**config.mk**
```make
export PLATFORM = sky130hd
export DESIGN_NAME = sram_rmw_ctrl
export DESIGN_NICKNAME = d
export VERILOG_FILES = /design/src/rtl/sram_rmw_ctrl.sv
export SDC_FILE = /design/constraint.sdc
export NUM_CORES = 1
export LEC_CHECK = 0
export ABC_AREA = 1
export CORE_MARGIN = 5
export CORE_UTILIZATION = 48
export DETAILED_ROUTE_END_ITERATION = 6
export GPL_ROUTABILITY_DRIVEN = 0
export HOLD_SLACK_MARGIN = 0.1
export PLACE_DENSITY = 0.87
export SLEW_MARGIN = 0
export SYNTH_ARGS = -nofsm -noshare
export SYNTH_HDL_FRONTEND = slang
export SYNTH_SLANG_ARGS = --single-unit
export TNS_END_PERCENT = 1
```
**constraint.sdc**
```tcl
create_clock -name clk_i -period 3.5 [get_ports clk_i]
set_input_delay 0.875 -clock clk_i [delete_from_list [all_inputs] [get_ports clk_i]]
set_output_delay 0.875 -clock clk_i [all_outputs]
set_load 0.005 [all_outputs]
```
**src/rtl/sram_rmw_ctrl.sv**
```systemverilog
// sram_rmw_ctrl: valid/ready request front end for a 1RW SRAM without byte enables.
// Partial writes become a read cycle followed by a merged write cycle.
module sram_rmw_ctrl #(
    parameter int DATA_WIDTH = 64,
    parameter int ADDR_WIDTH = 10
) (
    input  logic                  clk_i,
    input  logic                  rst_i,
    input  logic                  req_valid_i,
    output logic                  req_ready_o,
    input  logic                  req_we_i,
    input  logic [ADDR_WIDTH-1:0] req_addr_i,
    input  logic [DATA_WIDTH-1:0] req_wdata_i,
    input  logic [DATA_WIDTH/8-1:0] req_be_i,
    output logic                  rsp_valid_o,
    input  logic                  rsp_ready_i,
    output logic                  rsp_we_o,
    output logic [DATA_WIDTH-1:0] rsp_rdata_o,
    output logic                  sram_we_o,
    output logic [ADDR_WIDTH-1:0] sram_addr_o,
    output logic [DATA_WIDTH-1:0] sram_wdata_o,
    input  logic [DATA_WIDTH-1:0] sram_rdata_i
);

    localparam int BE_WIDTH = DATA_WIDTH / 8;

    typedef enum logic [1:0] {
        IDLE,
        RD_CAP,
        RMW_WR
    } state_t;

    state_t r_state;
    state_t w_next;

    logic                  r_rsp_valid;
    logic                  r_rsp_we;
    logic [DATA_WIDTH-1:0] r_rsp_rdata;

    logic [ADDR_WIDTH-1:0] r_addr;
    logic [DATA_WIDTH-1:0] r_wdata;
    logic [BE_WIDTH-1:0]   r_be;

    logic                  w_rsp_free;
    logic                  w_accept;
    logic                  w_be_full;
    logic                  w_be_zero;
    logic                  w_load;
    logic                  w_load_we;
    logic [DATA_WIDTH-1:0] w_load_data;
    logic [DATA_WIDTH-1:0] w_merge;
    logic                  w_sram_we;
    logic [ADDR_WIDTH-1:0] w_sram_addr;
    logic [DATA_WIDTH-1:0] w_sram_wdata;

    // The slot may drain on the same edge a new request is accepted.
    assign w_rsp_free  = !r_rsp_valid || rsp_ready_i;
    assign req_ready_o = (r_state == IDLE) && w_rsp_free;
    assign w_accept    = req_valid_i && req_ready_o;
    assign w_be_full   = &req_be_i;
    assign w_be_zero   = ~|req_be_i;

    always_comb begin
        w_merge = sram_rdata_i;
        for (int i = 0; i < BE_WIDTH; i++) begin
            if (r_be[i]) begin
                w_merge[8*i +: 8] = r_wdata[8*i +: 8];
            end
        end
    end

    always_comb begin
        w_next       = r_state;
        w_sram_we    = 1'b0;
        w_sram_addr  = '0;
        w_sram_wdata = '0;
        w_load       = 1'b0;
        w_load_we    = 1'b0;
        w_load_data  = '0;
        unique case (r_state)
            IDLE: begin
                if (w_accept) begin
                    w_sram_addr = req_addr_i;
                    if (!req_we_i) begin
                        w_next = RD_CAP;
                    end else if (w_be_full) begin
                        w_sram_we    = 1'b1;
                        w_sram_wdata = req_wdata_i;
                        w_load       = 1'b1;
                        w_load_we    = 1'b1;
                    end else if (w_be_zero) begin
                        w_load    = 1'b1;
                        w_load_we = 1'b1;
                    end else begin
                        w_next = RMW_WR;
                    end
                end
            end
            RD_CAP: begin
                w_load      = 1'b1;
                w_load_data = sram_rdata_i;
                w_next      = IDLE;
            end
            RMW_WR: begin
                w_sram_we    = 1'b1;
                w_sram_addr  = r_addr;
                w_sram_wdata = w_merge;
                w_load       = 1'b1;
                w_load_we    = 1'b1;
                w_next       = IDLE;
            end
            default: begin
                w_next = IDLE;
            end
        endcase
    end

    always_ff @(posedge clk_i) begin
        if (rst_i) begin
            r_state <= IDLE;
        end else begin
            r_state <= w_next;
        end
    end

    always_ff @(posedge clk_i) begin
        if (rst_i) begin
            r_addr  <= '0;
            r_wdata <= '0;
            r_be    <= '0;
        end else if (w_accept) begin
            r_addr  <= req_addr_i;
            r_wdata <= req_wdata_i;
            r_be    <= req_be_i;
        end
    end

    // A new response loading on the draining edge takes the slot.
    always_ff @(posedge clk_i) begin
        if (rst_i) begin
            r_rsp_valid <= 1'b0;
            r_rsp_we    <= 1'b0;
            r_rsp_rdata <= '0;
        end else if (w_load) begin
            r_rsp_valid <= 1'b1;
            r_rsp_we    <= w_load_we;
            r_rsp_rdata <= w_load_data;
        end else if (r_rsp_valid && rsp_ready_i) begin
            r_rsp_valid <= 1'b0;
        end
    end

    assign rsp_valid_o  = r_rsp_valid;
    assign rsp_we_o     = r_rsp_we;
    assign rsp_rdata_o  = r_rsp_rdata;

    // Reset masks the SRAM port so an abandoned RMW never writes.
    assign sram_we_o    = w_sram_we && !rst_i;
    assign sram_addr_o  = rst_i ? '0 : w_sram_addr;
    assign sram_wdata_o = rst_i ? '0 : w_sram_wdata;

endmodule

```
==> results.md, run 1 <==
| Quantity | This run | Unit |
|:---|:---|:---|
| Average wire length per cell after detail routing | 15.6 | µm |
| Most frequent cell after synthesis | sky130_fd_sc_hd__nand2_1 | - |
| Crit-path leading delay family | buffers and inverters | - |
| Die Footprint | 18900 | µm² |
| Share of flip-flops with an asynchronous set or reset after synthesis | 0 | - |
| Transition time at the pin with the least slew margin | 0.931 | ns |
| TritonCTS clock tree | yes | - |
| Number of nets in the layout | 1705 | - |
| Largest area contributor in the synthesized netlist | sky130_fd_sc_hd__dfxtp_1 | - |
| Hold path startpoint | r_addr[0] | - |
| Power per unit of standard cell area | 505 | nW/µm² |
| Number of flops mapped to enable cells by yosys | 0 | - |
| CTS Buf Count | 17 | - |
| Setup repair after global routing missed its margin | true | - |
| Slowest stage cell on the critical path | sky130_fd_sc_hd__clkdlybuf4s50_1 | - |
| Top cell type's share of synthesized area | 0.385 | - |
| Most common library cells after synthesis | sky130_fd_sc_hd__nand2_1 (336), sky130_fd_sc_hd__nor2_1 (302), sky130_fd_sc_hd__dfxtp_1 (150) | - |
| Syn_area_per_cell | 6.10 | µm² |
| Initial antenna violation count | 0 | - |
| Fin crit share | 1.03 | - |
| DR iter-0 viols | 686 | - |
| Path category of the worst min-delay check | reg -> reg | - |
| Placed cell areas | 11100 | µm² |
| DR pass1 iterations | 5 | - |
| Startpoint of the lowest-slack register-to-register path | r_state[0] | - |
| Kind of critical path | in -> out | - |
| Pin count of the biggest net entering global routing | 109 | - |
| Clock slew seen by the registers of the worst setup and hold paths | 0.06 | ns |
| Clock sink count | 150 | - |
| Primary flip-flop cell chosen by synthesis mapping | sky130_fd_sc_hd__dfxtp_1 | - |
| Post-synthesis sequential area ratio | 0.385 | - |
| Critical register-to-register path endpoint | rsp_rdata_o[20] | - |
| Critical path peak fanout | 19 | - |
| Syn Std Cell Area | 7800 | µm² |
| Width of the chip | 137 | µm |
| Type of element capturing the critical path | output pin | - |
| Worst setup slack after layout | -0.0881 | ns |
| Post-layout min period | 3.59 | ns |
| Lkg Pwr | 5.43 | nW |
| Final setup TNS | -2.12 | ns |
| Register-to-Register Path Depth | 13 | - |
| Via count of the first global-routing pass | 8774 | - |
| Clock latency on the worst-skew pair | 0.42 | ns |
| Endpoint of the worst hold path | r_addr[0] | - |
| Final worst clock skew | 0.00978 | ns |
| # port buffers | 292 | - |
| Largest incremental delay on the critical path | 0.51 | ns |
| Total Routed Length | 27800 | µm |
| Remaining DRCs | 0 | - |
| Boundary Pins | 293 | - |
| Core Rows | 46 | - |
| Final design area excluding fillers | 11700 | µm² |
| Max_slew headroom | 0.379 | - |
| CP Data Arrival Time | 2.71 | ns |
| Critical path buffer and inverter count | 4 | - |
| Hold Crit Depth | 2 | - |
| Run status | finished, violations left | - |
| H-tree depth | 4 | - |
| Worst Setup Start Kind | input pin | - |
| Master cell of the clock root buffer | sky130_fd_sc_hd__clkbuf_16 | - |
| Detailed placer's ending HPWL | 19300 | µm |
| Top post-synthesis cells by area | sky130_fd_sc_hd__dfxtp_1 (39%), sky130_fd_sc_hd__nand2_1 (16%), sky130_fd_sc_hd__nor2_1 (15%) | - |
| Max_cap viols | 0 | - |
| Initial standard-cell utilization of the core | 0.491 | - |
| Minimum setup slack after placement | -0.269 | ns |
| Vertical die dimension | 137 | µm |
| Number of hold-slack violations in the final timing report | 0 | - |
| Post-synth net total | 1433 | - |
| Violated checks | setup timing | - |
| Total number of vias | 9374 | - |
| Worst ir drop on vdd | 0.372 | mV |
| Antenna Cells | 0 | - |
| Slack of the worst reg-to-reg path | 1.22 | ns |
| Data required time of the worst path | 2.62 | ns |
| Layout area overhead | 50.3 | % |
| Maximum root-to-sink buffer count | 2 | - |
| Count of hold-fix buffers inserted at cts | 0 | - |
| Number of distinct library cells after synthesis | 23 | - |
| Vias per inst | 5.27 | - |
| Number of synthesized register bits | 150 | - |
| GRT Util Overall | 0.283 | - |
| Gate count of the mapped netlist | 1278 | - |
| Synthesis Warnings | 0 | - |
| Most frequent cell on the critical path | sky130_fd_sc_hd__clkdlybuf4s50_1 | - |
| Number of nets with antenna violations after detailed routing | 0 | - |
| Proportion of layout cells with a drive suffix above 1 | 0.0627 | - |
| Number of setup violations in the final report | 42 | - |
| First-pass GRT wire length | 43000 | µm |
| Max-slew violation total from the final report | 0 | - |
| Remaining Overflow, GRT | 0 | - |
| Area of the placeable core | 15900 | µm² |
| Ordered cell list for the critical path | clkdlybuf4s50_1 -> nand2_1 -> nor2_4 -> nand3_2 -> clkinv_4 -> buf_8 -> a31oi_1 -> nor2_1 -> clkdlybuf4s50_1 | - |
| Worst hold-check slack | 0.464 | ns |
| Highest Clock Rate | 0.279 | GHz |
==> where the power goes <==
part / switching [W] / internal (W)
sequential: 0.000162 / 0.00198
combinational: 0.00103 / 0.000900
clock: 0.000702 / 0.00115
==> worst reg2reg max path, stage by stage (launching register included) <==
cell,delay [ns]
sky130_fd_sc_hd__dfxtp_1,0.33
sky130_fd_sc_hd__inv_1,0.11
sky130_fd_sc_hd__ha_1,0.18
sky130_fd_sc_hd__inv_2,0.06
sky130_fd_sc_hd__nor2_2,0.18
sky130_fd_sc_hd__nand2_4,0.10
sky130_fd_sc_hd__clkinv_8,0.09
sky130_fd_sc_hd__buf_12,0.15
sky130_fd_sc_hd__nand2_2,0.09
sky130_fd_sc_hd__nand2_4,0.08
sky130_fd_sc_hd__buf_4,0.46
sky130_fd_sc_hd__nand3_1,0.18
sky130_fd_sc_hd__nand2_1,0.11
sky130_fd_sc_hd__nor2_1,0.06
==> worst max path at each step <==
| stage | start | to | depth (start not counted) |
|---|---|---|---|
| after floorplan | rsp_ready_i | sram_wdata_o[63] | 8 |
| after global placement | req_be_i[1] | sram_wdata_o[46] | 9 |
| after detailed placement | req_be_i[0] | sram_wdata_o[46] | 9 |
| after CTS | rsp_ready_i | sram_wdata_o[39] | 9 |
| after global routing | req_be_i[5] | sram_wdata_o[2] | 9 |
| final | req_be_i[3] | sram_wdata_o[46] | 9 |
==> layout by cell type, fill, tap and decap left out, drive strengths merged, types with 2 or more instances in the layout <==
master,synthesis,final
clkdlybuf4s50,0,258
o21ai,74,74
dlymetal6s2s,0,4
a31oi,63,63
a21oi,120,120
nand2,340,340
dlygate4sd2,0,29
ha,4,4
clkinvlp,0,2
nor2,303,303
bufinv,0,2
inv,96,94
clkbuf,57,24
buf,32,50
dfxtp,150,150
clkinv,8,14
nand3,27,27
==> logic make-up (layout without fill, tap and decap cells) <==
| logic type | Yosys count | in the layout | synth area share |
|---|---|---|---|
| adders and majority gates | 4 | 4 | 0.00642 |
| buffers and inverters | 193 | 477 | 0.0990 |
| AOI/OAI and AO/OA | 259 | 259 | 0.178 |
| and+or+nand+nor | 672 | 672 | 0.332 |
| DFF | 150 | 150 | 0.385 |
==> registers in the layout, summed over array words and instances, names as in the netlist <==
register     count
rsp_valid_o      1
r_state          2
r_be             8
rsp_rdata_o     64
r_wdata         64
rsp_we_o         1
r_addr          10
==> routing by layer <==
layer,track usage,up-vias,routed length (µm)
met4,0.135,0,1400
li1,-,4589,-
met3,0.0599,92,2290
met2,0.480,432,13400
met1,0.342,4261,10700
met5,0,-,0
==> final cells by class <==
type	count	area, µm²
Sequential cell	150	3000
Fill cell	1309	4160
Timing Repair Buffer	342	3400
Clock buffer	23	508
Clock inverter	8	95.1
Multi-Input combinational cell	935	4040
Inverter	104	408
Tap cell	216	270
==> timing repair <==
| action | CTS | global route |
|---|---|---|
| endpoints found under the hold margin | 0 | 0 |
| endpoints found under the setup margin | 75 | 46 |
| pin swaps | 0 | 1 |
| gates resized for setup | 37 | 10 |
| gates cloned | 0 | 1 |
| setup buffers | 1 | 0 |
==> metrics by stage <==
stage,power (W),util,cells
floorplan,0.00313,-,1278
global placement,0.00401,0.696,1745
detailed placement,0.00406,0.696,1745
CTS,0.00591,0.734,1777
global route,0.00627,0.738,1778
finish,0.00592,0.738,1778
Power figures use the tool's default switching activity.
==> run 2, diff against run 1 <==
--- a/config.mk
+++ b/config.mk
@@ -6,10 +6,9 @@
 export NUM_CORES = 1
 export LEC_CHECK = 0
 export ABC_AREA = 1
-export CORE_MARGIN = 5
+export CORE_MARGIN = 2
 export CORE_UTILIZATION = 48
 export DETAILED_ROUTE_END_ITERATION = 6
-export GPL_ROUTABILITY_DRIVEN = 0
 export HOLD_SLACK_MARGIN = 0.1
 export PLACE_DENSITY = 0.87
 export SLEW_MARGIN = 0
==> run 2 against run 1 <==
The flow still finishes with violations (setup timing). Flip-flop and latch count unchanged. Sequential power about the same. Hold slack improved by 0.00091 ns. Critical endpoint is now sram_wdata_o[14]. Highest routed layer unchanged.
==> results.md, run 2 (synthesis results as in run 1) <==
| Quantity | This run | Unit | Delta |
|:---|:---|:---|:---|
| Path category of the worst min-delay check | reg -> reg | - |  |
| Worst Setup Start Kind | input pin | - |  |
| H-tree depth | 4 | - | unchanged |
| Hold Crit Depth | 2 | - | unchanged |
| Data required time of the worst path | 2.62 | ns | about the same |
| Lkg Pwr | 5.83 | nW | +7.5% |
| Number of nets in the layout | 1699 | - | -0.35% |
| Die Footprint | 17300 | µm² | -8.5% |
| Core Rows | 46 | - | unchanged |
| CTS Buf Count | 17 | - | unchanged |
| Vias per inst | 5.33 | - | +1.1% |
| Violated checks | setup timing | - |  |
| Clock latency on the worst-skew pair | 0.42 | ns | about the same |
| Switching part of the total power | 0.310 | - | -0.00911 |
| Number of hold-slack violations in the final timing report | 0 | - | unchanged |
| Detailed placer's ending HPWL | 18200 | µm | -5.7% |
| Average wire length per cell after detail routing | 15.5 | µm | -1.2% |
| Register-to-Register Path Depth | 14 | - | +1 |
| Proportion of layout cells with a drive suffix above 1 | 0.0604 | - | -0.00237 |
| Critical path peak fanout | 18 | - | -1 |
| Worst setup slack after layout | -0.0799 | ns | +0.00816 ns |
| Power per unit of standard cell area | 516 | nW/µm² | +2.2% |
| Vertical die dimension | 131 | µm | -4.4% |
| Leading cell types in the layout, fill and taps excluded | sky130_fd_sc_hd__nand2_1 (334), sky130_fd_sc_hd__nor2_1 (299), sky130_fd_sc_hd__clkdlybuf4s50_1 (239) | - |  |
| Remaining Overflow, GRT | 0 | - | unchanged |
| TritonCTS clock tree | yes | - |  |
| Most common library cell in the layout ignoring fill and taps | sky130_fd_sc_hd__nand2_1 | - |  |
| Post-CTS Setup Bufs | 0 | - | -1 |
| Via count of the first global-routing pass | 8554 | - | -2.5% |
| Worst ir drop on vdd | 0.340 | mV | -8.7% |
| Type of element capturing the critical path | output pin | - |  |
| Fin crit share | 1.02 | - | -0.00233 |
| Max_cap viols | 0 | - | unchanged |
| Highest Clock Rate | 0.279 | GHz | +0.23% |
| Pin count of the biggest net entering global routing | 91 | - | -17% |
| Count of hold-fix buffers inserted at cts | 0 | - | unchanged |
| Area of the placeable core | 15900 | µm² | unchanged |
| Filler cells | 1250 | - | -4.5% |
| Critical register-to-register path endpoint | rsp_rdata_o[21] | - |  |
| DR iter-0 viols | 736 | - | +7.3% |
| Worst hold-check slack | 0.465 | ns | +0.000910 ns |
| Width of the chip | 131 | µm | -4.4% |
| Power share of the combinational group | 0.316 | - | -0.009 |
| Clock power frac | 0.334 | - | +0.021 |
| Total number of vias | 9459 | - | +0.91% |
| Final worst clock skew | 0.00556 | ns | -0.00423 ns |
| CP Data Arrival Time | 2.70 | ns | about the same |
| Endpoint of the worst hold path | r_wdata[6] | - |  |
| Number of nets with antenna violations after detailed routing | 0 | - | unchanged |
| GRT Util Overall | 0.301 | - | +0.0172 |
| Total Routed Length | 27400 | µm | -1.4% |
| RD Place Congestion | 0.919 | - |  |
| Master cell of the clock root buffer | sky130_fd_sc_hd__clkbuf_16 | - |  |
| Layout area overhead | 51.9 | % |  |
| Clock slew seen by the registers of the worst setup and hold paths | 0.06 | ns | about the same |
| Internal power | 0.00422 | W | +4.6% |
| Transition time at the pin with the least slew margin | 0.933 | ns | +0.00173 ns |
| Max-slew violation total from the final report | 0 | - | unchanged |
| Remaining DRCs | 0 | - | unchanged |
| Initial standard-cell utilization of the core | 0.491 | - | unchanged |
| # port buffers | 292 | - | unchanged |
| Sequential power share | 0.350 | - | -0.011 |
| Layout Utilization | 0.746 | - | +0.00772 |
| Run status | finished, violations left | - |  |
| Slack of the worst reg-to-reg path | 1.20 | ns | -0.02 ns |
| Critical Path Start | req_be_i[6] | - |  |
| Number of setup violations in the final report | 25 | - | -40% |
| Maximum root-to-sink buffer count | 2 | - | unchanged |
| DR pass1 iterations | 5 | - | unchanged |
| Boundary Pins | 293 | - | unchanged |
| Max_slew headroom | 0.377 | - | -0.00206 |
| Switching component of the power | 0.00190 | W | +0.32% |
| Setup repair after global routing missed its margin | true | - |  |
| Clock sink count | 150 | - | unchanged |
| Hold path startpoint | r_wdata[6] | - |  |
| Kind of critical path | in -> out | - |  |
| First-pass GRT wire length | 42400 | µm | -1.5% |
| Initial antenna violation count | 1 | - | +1 |
| Post-layout min period | 3.58 | ns | -0.00816 ns |
| Startpoint of the lowest-slack register-to-register path | r_state[1] | - |  |
run 2: cell types whose count changed in the layout (fill, tap and decap cells not counted), moves of 3 or more:
cell / delta
sky130_fd_sc_hd__buf_4: -7
sky130_fd_sc_hd__clkdlybuf4s50_1: -19
sky130_fd_sc_hd__dlygate4sd2_1: -6
sky130_fd_sc_hd__clkbuf_1: +3
sky130_fd_sc_hd__dlymetal6s2s_1: +25
sky130_fd_sc_hd__bufinv_16: +3
run 2: metrics by stage:
stage	setup WS, ns	instances	cell area (µm²)	TNS [ns]	power [W]
after floorplan	0.805	1278	7800	0	0.00313
after global placement	-0.259	1740	11000	-15.64	0.00399
after detailed placement	-0.369	1740	11000	-20.28	0.00404
after CTS	-0.143	1772	11700	-3.88	0.00609
after global routing	-0.165	1773	11800	-3.07	0.00644
final	-0.0799	1774	11800	-0.454	0.00611
run 2: repair_timing:
action	in CTS	in global routing
gates resized for setup	36	43
gates cloned	0	1
pin swaps	2	3
setup endpoints to repair	75	54
run 2: worst max path at each step:
| stage | endpoint | slack [ns] | cells past startpoint |
|---|---|---|---|
| 2_1_floorplan | sram_wdata_o[63] | 0.81 | 8 |
| 3_3_place_gp | sram_wdata_o[43] | -0.26 | 9 |
| 3_5_place_dp | sram_wdata_o[45] | -0.37 | 9 |
| 4_1_cts | sram_wdata_o[25] | -0.14 | 9 |
| 5_1_grt | sram_wdata_o[14] | -0.16 | 9 |
| 6_report | sram_wdata_o[14] | -0.08 | 9 |
run 2: layer usage:
metal,GRT usage,vias to the layer above,wire (µm)
li1,-,4584,-
met1,0.356,4241,10500
met2,0.498,529,13000
met3,0.0652,105,2290
met4,0.182,0,1560
met5,0,-,0
run 2: power groups by stage:
| stage | registers, W | clock network [W] | logic, W |
|---|---|---|---|
| final | 0.00214 | 0.00204 | 0.00193 |
| after global routing | 0.00217 | 0.00213 | 0.00213 |
| after CTS | 0.00214 | 0.00206 | 0.00189 |
| after detailed placement | 0.00217 | 0 | 0.00187 |
| after global placement | 0.00215 | 0 | 0.00183 |
| after floorplan | 0.00215 | 0 | 0.000979 |
run 2: critical path: stages:
cell,delay [ns]
sky130_fd_sc_hd__clkdlybuf4s50_1,0.48
sky130_fd_sc_hd__inv_1,0.07
sky130_fd_sc_hd__nor2_2,0.14
sky130_fd_sc_hd__nand3_2,0.12
sky130_fd_sc_hd__clkinv_4,0.11
sky130_fd_sc_hd__buf_12,0.15
sky130_fd_sc_hd__a31oi_1,0.10
sky130_fd_sc_hd__nor2_1,0.12
sky130_fd_sc_hd__clkdlybuf4s50_1,0.52
run 2: cell type report:
cell class              instances  area, µm²  share of cell area
multi-input cells             935       4060               0.343
clock inverters                 8        168              0.0142
repair buffers                336       3440               0.291
diodes                          1       2.50            0.000211
well taps                     216        270              0.0228
flip-flops and latches        150       3000               0.253
inverters                     104        408              0.0344
clock buffers                  24        492              0.0415
==> RTL change 1 (settings of run 2) <==
Make the reset (`rst_i`) asynchronous in 3 clocked blocks.
--- a/src/rtl/sram_rmw_ctrl.sv
+++ b/src/rtl/sram_rmw_ctrl.sv
@@ -115,7 +115,7 @@
         endcase
     end
 
-    always_ff @(posedge clk_i) begin
+    always_ff @(posedge clk_i or posedge rst_i) begin
         if (rst_i) begin
             r_state <= IDLE;
         end else begin
@@ -123,7 +123,7 @@
         end
     end
 
-    always_ff @(posedge clk_i) begin
+    always_ff @(posedge clk_i or posedge rst_i) begin
         if (rst_i) begin
             r_addr  <= '0;
             r_wdata <= '0;
@@ -136,7 +136,7 @@
     end
 
     // A new response loading on the draining edge takes the slot.
-    always_ff @(posedge clk_i) begin
+    always_ff @(posedge clk_i or posedge rst_i) begin
         if (rst_i) begin
             r_rsp_valid <= 1'b0;
             r_rsp_we    <= 1'b0;
Function: differs if rst_i is asserted again (counterexample within 4 cycles, from zero or initial values and one cycle with rst_i high); with rst_i held inactive, the same outputs for 10 cycles.
==> RTL change 1 against run 2 <==
The run still ends with negative setup slack left; via count is 4.3% lower; design area is 2.6% higher; power is 40% higher; global-route usage is 1.8 points higher; fmax hardly changed; worst setup slack better by 0.00082 ns; register-to-register slack better by 0.17 ns; sequential share of layout area is 5.5 points higher; area after synthesis is 4.0% higher; routed wire length is 4.0% higher; sequential cell count stayed put; sequential power is 33% higher; largest cell class is now registers; largest power group is now combinational logic; highest routed layer unchanged.
==> RTL change 1: results (changes against run 2) <==
outcome=finished, violations left; failing checks=negative setup slack; initial antenna violation count=1 (unchanged); Vias/cell=5.40 (+1.3%); main combinational cell family by area after synthesis=simple AND/OR/NAND/NOR gates; Final Non-Filler Cells=1676 (-5.5%); Synth cell types=22 (-4.3%); reg2reg setup slack=1.37 ns (+0.17 ns); routed wire length=28.5 mm (+4.0%); final critical-path setup slack=-0.0791 ns (+0.000825 ns); Pwr Total=0.00854 W (+40%); setup violators final=6 (-76%); Clock Latency Late Sink=0.42 ns (about the same); design internal power=0.00513 W (+22%); worst reg2reg path startpoint=r_state[0]; clock tree buffer depth=2 (unchanged); adder-cell share of the synthesized area=0.617% (-0.025 points); GP Congestion=0.876 (-4.7%); Ys Warns=0 (unchanged); ys async rst share=100% (+100 points); Seq group=0.00284 W (+33%); Max Clock Skew=0.00931 ns (+0.00376 ns); setup_tns=-0.322 ns (+0.131 ns); share of cells above drive strength 1=10.2% (+4.2 points); worst reg2reg path endpoint=rsp_rdata_o[25]; cell family with most CP delay=buffers and inverters; Combinational Power=0.00377 W (+95%); Peak VDD IR=534 uV (+57%); Buffers on Ports=292 (unchanged); Hold Crit Class=flip-flop to flip-flop; Primary FF master, synth=dfrtp_1; multiplexer share of the synthesized area=0% (unchanged); slowest stage cell, crit path=clkdlybuf4s50_1; syn avg cell area=7.04 sq um (+15%); post-placement setup slack=-0.321 ns (+0.0477 ns); critical hold path startpoint=rsp_rdata_o[15]; Post-DP Area=11400 sq um (+3.7%); R2R depth=10 (-4); CP max FO=39 (+21); clk slew on worst S/H paths=0.06 ns (about the same); Slew HR=48.9% (+11 points); first-pass detailed-route iteration total=6 (+1); HPWL after DPL=19.5 mm (+7.0%); Leak Pwr=6.30 nW (+8.0%); 1st-iter DRT viols=627 (-15%); syn nets=1307 (-8.8%); Total GRT Usage=31.8% (+1.8 points); sequential cell area fraction in the yosys report=46.3% (+7.8 points); Post-synth top cells=384 x nand2_1, 150 x dfrtp_1, 109 x inv_1; Cells after DPL=1636 (-6.0%); vias in the first global route=8897 (+4.0%); WHS Endpoint=rsp_rdata_o[15]; global-route wire length before repair=45.0 mm (+6.2%); top post-synthesis cells by area=dfrtp_1 46%, nand2_1 18%, o21ai_0 6.6%, nand3_1 6.0%, inv_1 5.0%; largest net degree at the start of global routing=77 (-15%); post-synthesis compound-gate area fraction=14.1% (-3.6 points); final hold slack=0.472 ns (+0.00698 ns)
==> RTL change 1: cell count changes after synthesis, sizes merged, moves of 4 or more <==
cell           run 2  this run
clkinv             8         4
dfrtp              0       150
inv               96       111
clkbuf            57        45
nand3             27        99
dfxtp            150         0
nor2             303        94
a21oi            120        80
o21ai             74       108
a31oi             63        32
nand2            340       387
buf               32        37
==> RTL change 1: worst min-delay path: cells and delay by family, from the launching register on <==
kind	cells	cell delay, ns
flops	1	0.34
simple gates	2	0.10
==> RTL change 1: what timing repair did <==
| item | CTS | global route |
|---|---|---|
| hold endpoints to repair | 0 | 0 |
| buffers inserted | 3 | 3 |
| endpoints found under the setup margin | 75 | 75 |
| resized for setup | 119 | 55 |
| gates cloned | 3 | 0 |
| pin swaps | 3 | 3 |
==> RTL change 1: routing by layer <==
metal,vias up,part of all wire [%],global-route usage [%]
met2,501,47,51.9
met4,0,4.4,16.1
met1,4222,39,40.3
met3,92,9.1,6.58
li1,4238,-,-
met5,-,0,0
==> RTL change 1: cell type report <==
type                            count  area, sq um
Tap cell                          220          275
Antenna cell                        1         2.50
Clock buffer                       18          439
Multi-Input combinational cell    805         3560
Timing Repair Buffer              355         3500
Inverter                          115          440
Clock inverter                     12          179
Sequential cell                   150         3750
Fill cell                        1269         4370
==> RTL change 1: how the worst max path moves through the flow <==
stage	to	depth (start not counted)	from	slack, ns
after CTS	sram_wdata_o[32]	10	req_be_i[3]	-0.26
after floorplan	r_addr[0]	3	rst_i	0.27
final	sram_addr_o[1]	9	rsp_ready_i	-0.08
after global routing	sram_addr_o[1]	9	rsp_ready_i	-0.16
after detailed placement	sram_wdata_o[11]	10	req_be_i[0]	-0.32
after global placement	sram_wdata_o[9]	10	req_be_i[0]	-0.24
==> RTL change 2 (settings of run 2) <==
Without the edit above. Set the parameter `ADDR_WIDTH` to 11 (it was 10).
--- a/src/rtl/sram_rmw_ctrl.sv
+++ b/src/rtl/sram_rmw_ctrl.sv
@@ -2,7 +2,7 @@
 // Partial writes become a read cycle followed by a merged write cycle.
 module sram_rmw_ctrl #(
     parameter int DATA_WIDTH = 64,
-    parameter int ADDR_WIDTH = 10
+    parameter int ADDR_WIDTH = 11
 ) (
     input  logic                  clk_i,
     input  logic                  rst_i,
Ports: changed (resized req_addr_i and sram_addr_o); port bits go from 293 to 295. The function was not compared with the original's and may differ.
==> RTL change 2 against run 2 <==
The run still ends with negative setup slack left; power decreased by 3.2%; area after synthesis decreased by 0.96%; worst setup slack got worse by 0.063 ns; utilization decreased by 0.16 points; routed wire length increased by 1.6%; sequential cell count increased by 1; sequential share of layout area increased by 0.32 points; worst hold slack improved by 0.0021 ns; design area decreased by 0.58%; largest power group unchanged.
==> RTL change 2: results (changes against run 2) <==
clk tree area frac=4.89% (-0.68 points); R2R depth=10 (-4); critical path startpoint=rsp_ready_i; Non-Clock Inverter Count=34 (-67%); setup violators final=12 (-52%); worst reg2reg path endpoint=r_state[1]; Peak VDD IR=331 uV (-2.6%); Synth cell types=22 (-4.3%); adder-cell share of the synthesized area=0.648% (+0.0062 points); post-placement setup slack=-0.220 ns (+0.149 ns); Worst Tran Pin Value=0.970 ns (+0.0365 ns); met1 usage in global routing=36.7% (+1.0 points); final critical-path setup slack=-0.143 ns (-0.0628 ns); outcome=finished, violations left; met3 Track Usage GR=6.80% (+0.28 points); met2 Use GR=52.4% (+2.6 points); Total GRT Usage=31.0% (+0.97 points); failing checks=negative setup slack; Leak Pwr=5.48 nW (-6.0%); Seq cells=151 (+0.67%); WL met3=2.45 mm (+7.0%); Max Clock Skew=0.00917 ns (+0.00361 ns); Crit path arrival time=2.77 ns (+0.07 ns); setup_tns=-0.966 ns (-0.512 ns); met2 wire len=13.5 mm (+3.9%); CP max FO=10 (-8); post-cts gate resize count=38 (+5.6%); initial antenna violation count=0 (-1); Vias/cell=5.52 (+3.6%); global-route wire length before repair=42.0 mm (-1.0%); Multi-In Gates=940 (+0.53%); syn avg cell area=6.32 sq um (+3.5%); multi-input gate share of total cell area=35.2% (+0.89 points); syn nets=1379 (-3.8%); post-synthesis compound-gate area fraction=20.3% (+2.5 points); 1st-iter DRT viols=721 (-2.0%); vias in the first global route=8716 (+1.9%); per-cell routed wire length=16.2 microns (+4.6%); Post-synth top cells=306 x nand2_1, 268 x nor2_1, 157 x a21oi_1; critical hold path startpoint=r_wdata[18]
[RTL change 2: cell types whose count changed in the layout (fill, tap and decap cells not counted), sizes merged, moves of 2 or more]
cell,before,now
clkdlybuf4s50,239,227
clkinvlp,1,3
nand2,340,308
dlygate4sd2,23,31
inv,94,24
clkbuf,25,22
clkinv,12,17
bufinv,5,2
nand3,27,62
nor2,303,268
buf,44,56
a21oi,120,157
dlymetal6s2s,29,35
[RTL change 2: per-stage QoR]
| stage | hold WS, ns | power, W |
|---|---|---|
| 2_1_floorplan | 0.446 | 0.00316 |
| 3_3_place_gp | 0.452 | 0.00404 |
| 3_5_place_dp | 0.456 | 0.00409 |
| 4_1_cts | 0.465 | 0.00587 |
| 5_1_grt | 0.478 | 0.00624 |
| 6_report | 0.467 | 0.00592 |
[RTL change 2: power breakdown]
part	switching (W)	internal, W	total (W)
registers	0.000169	0.00199	0.00216
clock network	0.000731	0.00107	0.00180
logic	0.00101	0.000950	0.00196
total	0.00191	0.00400	0.00592
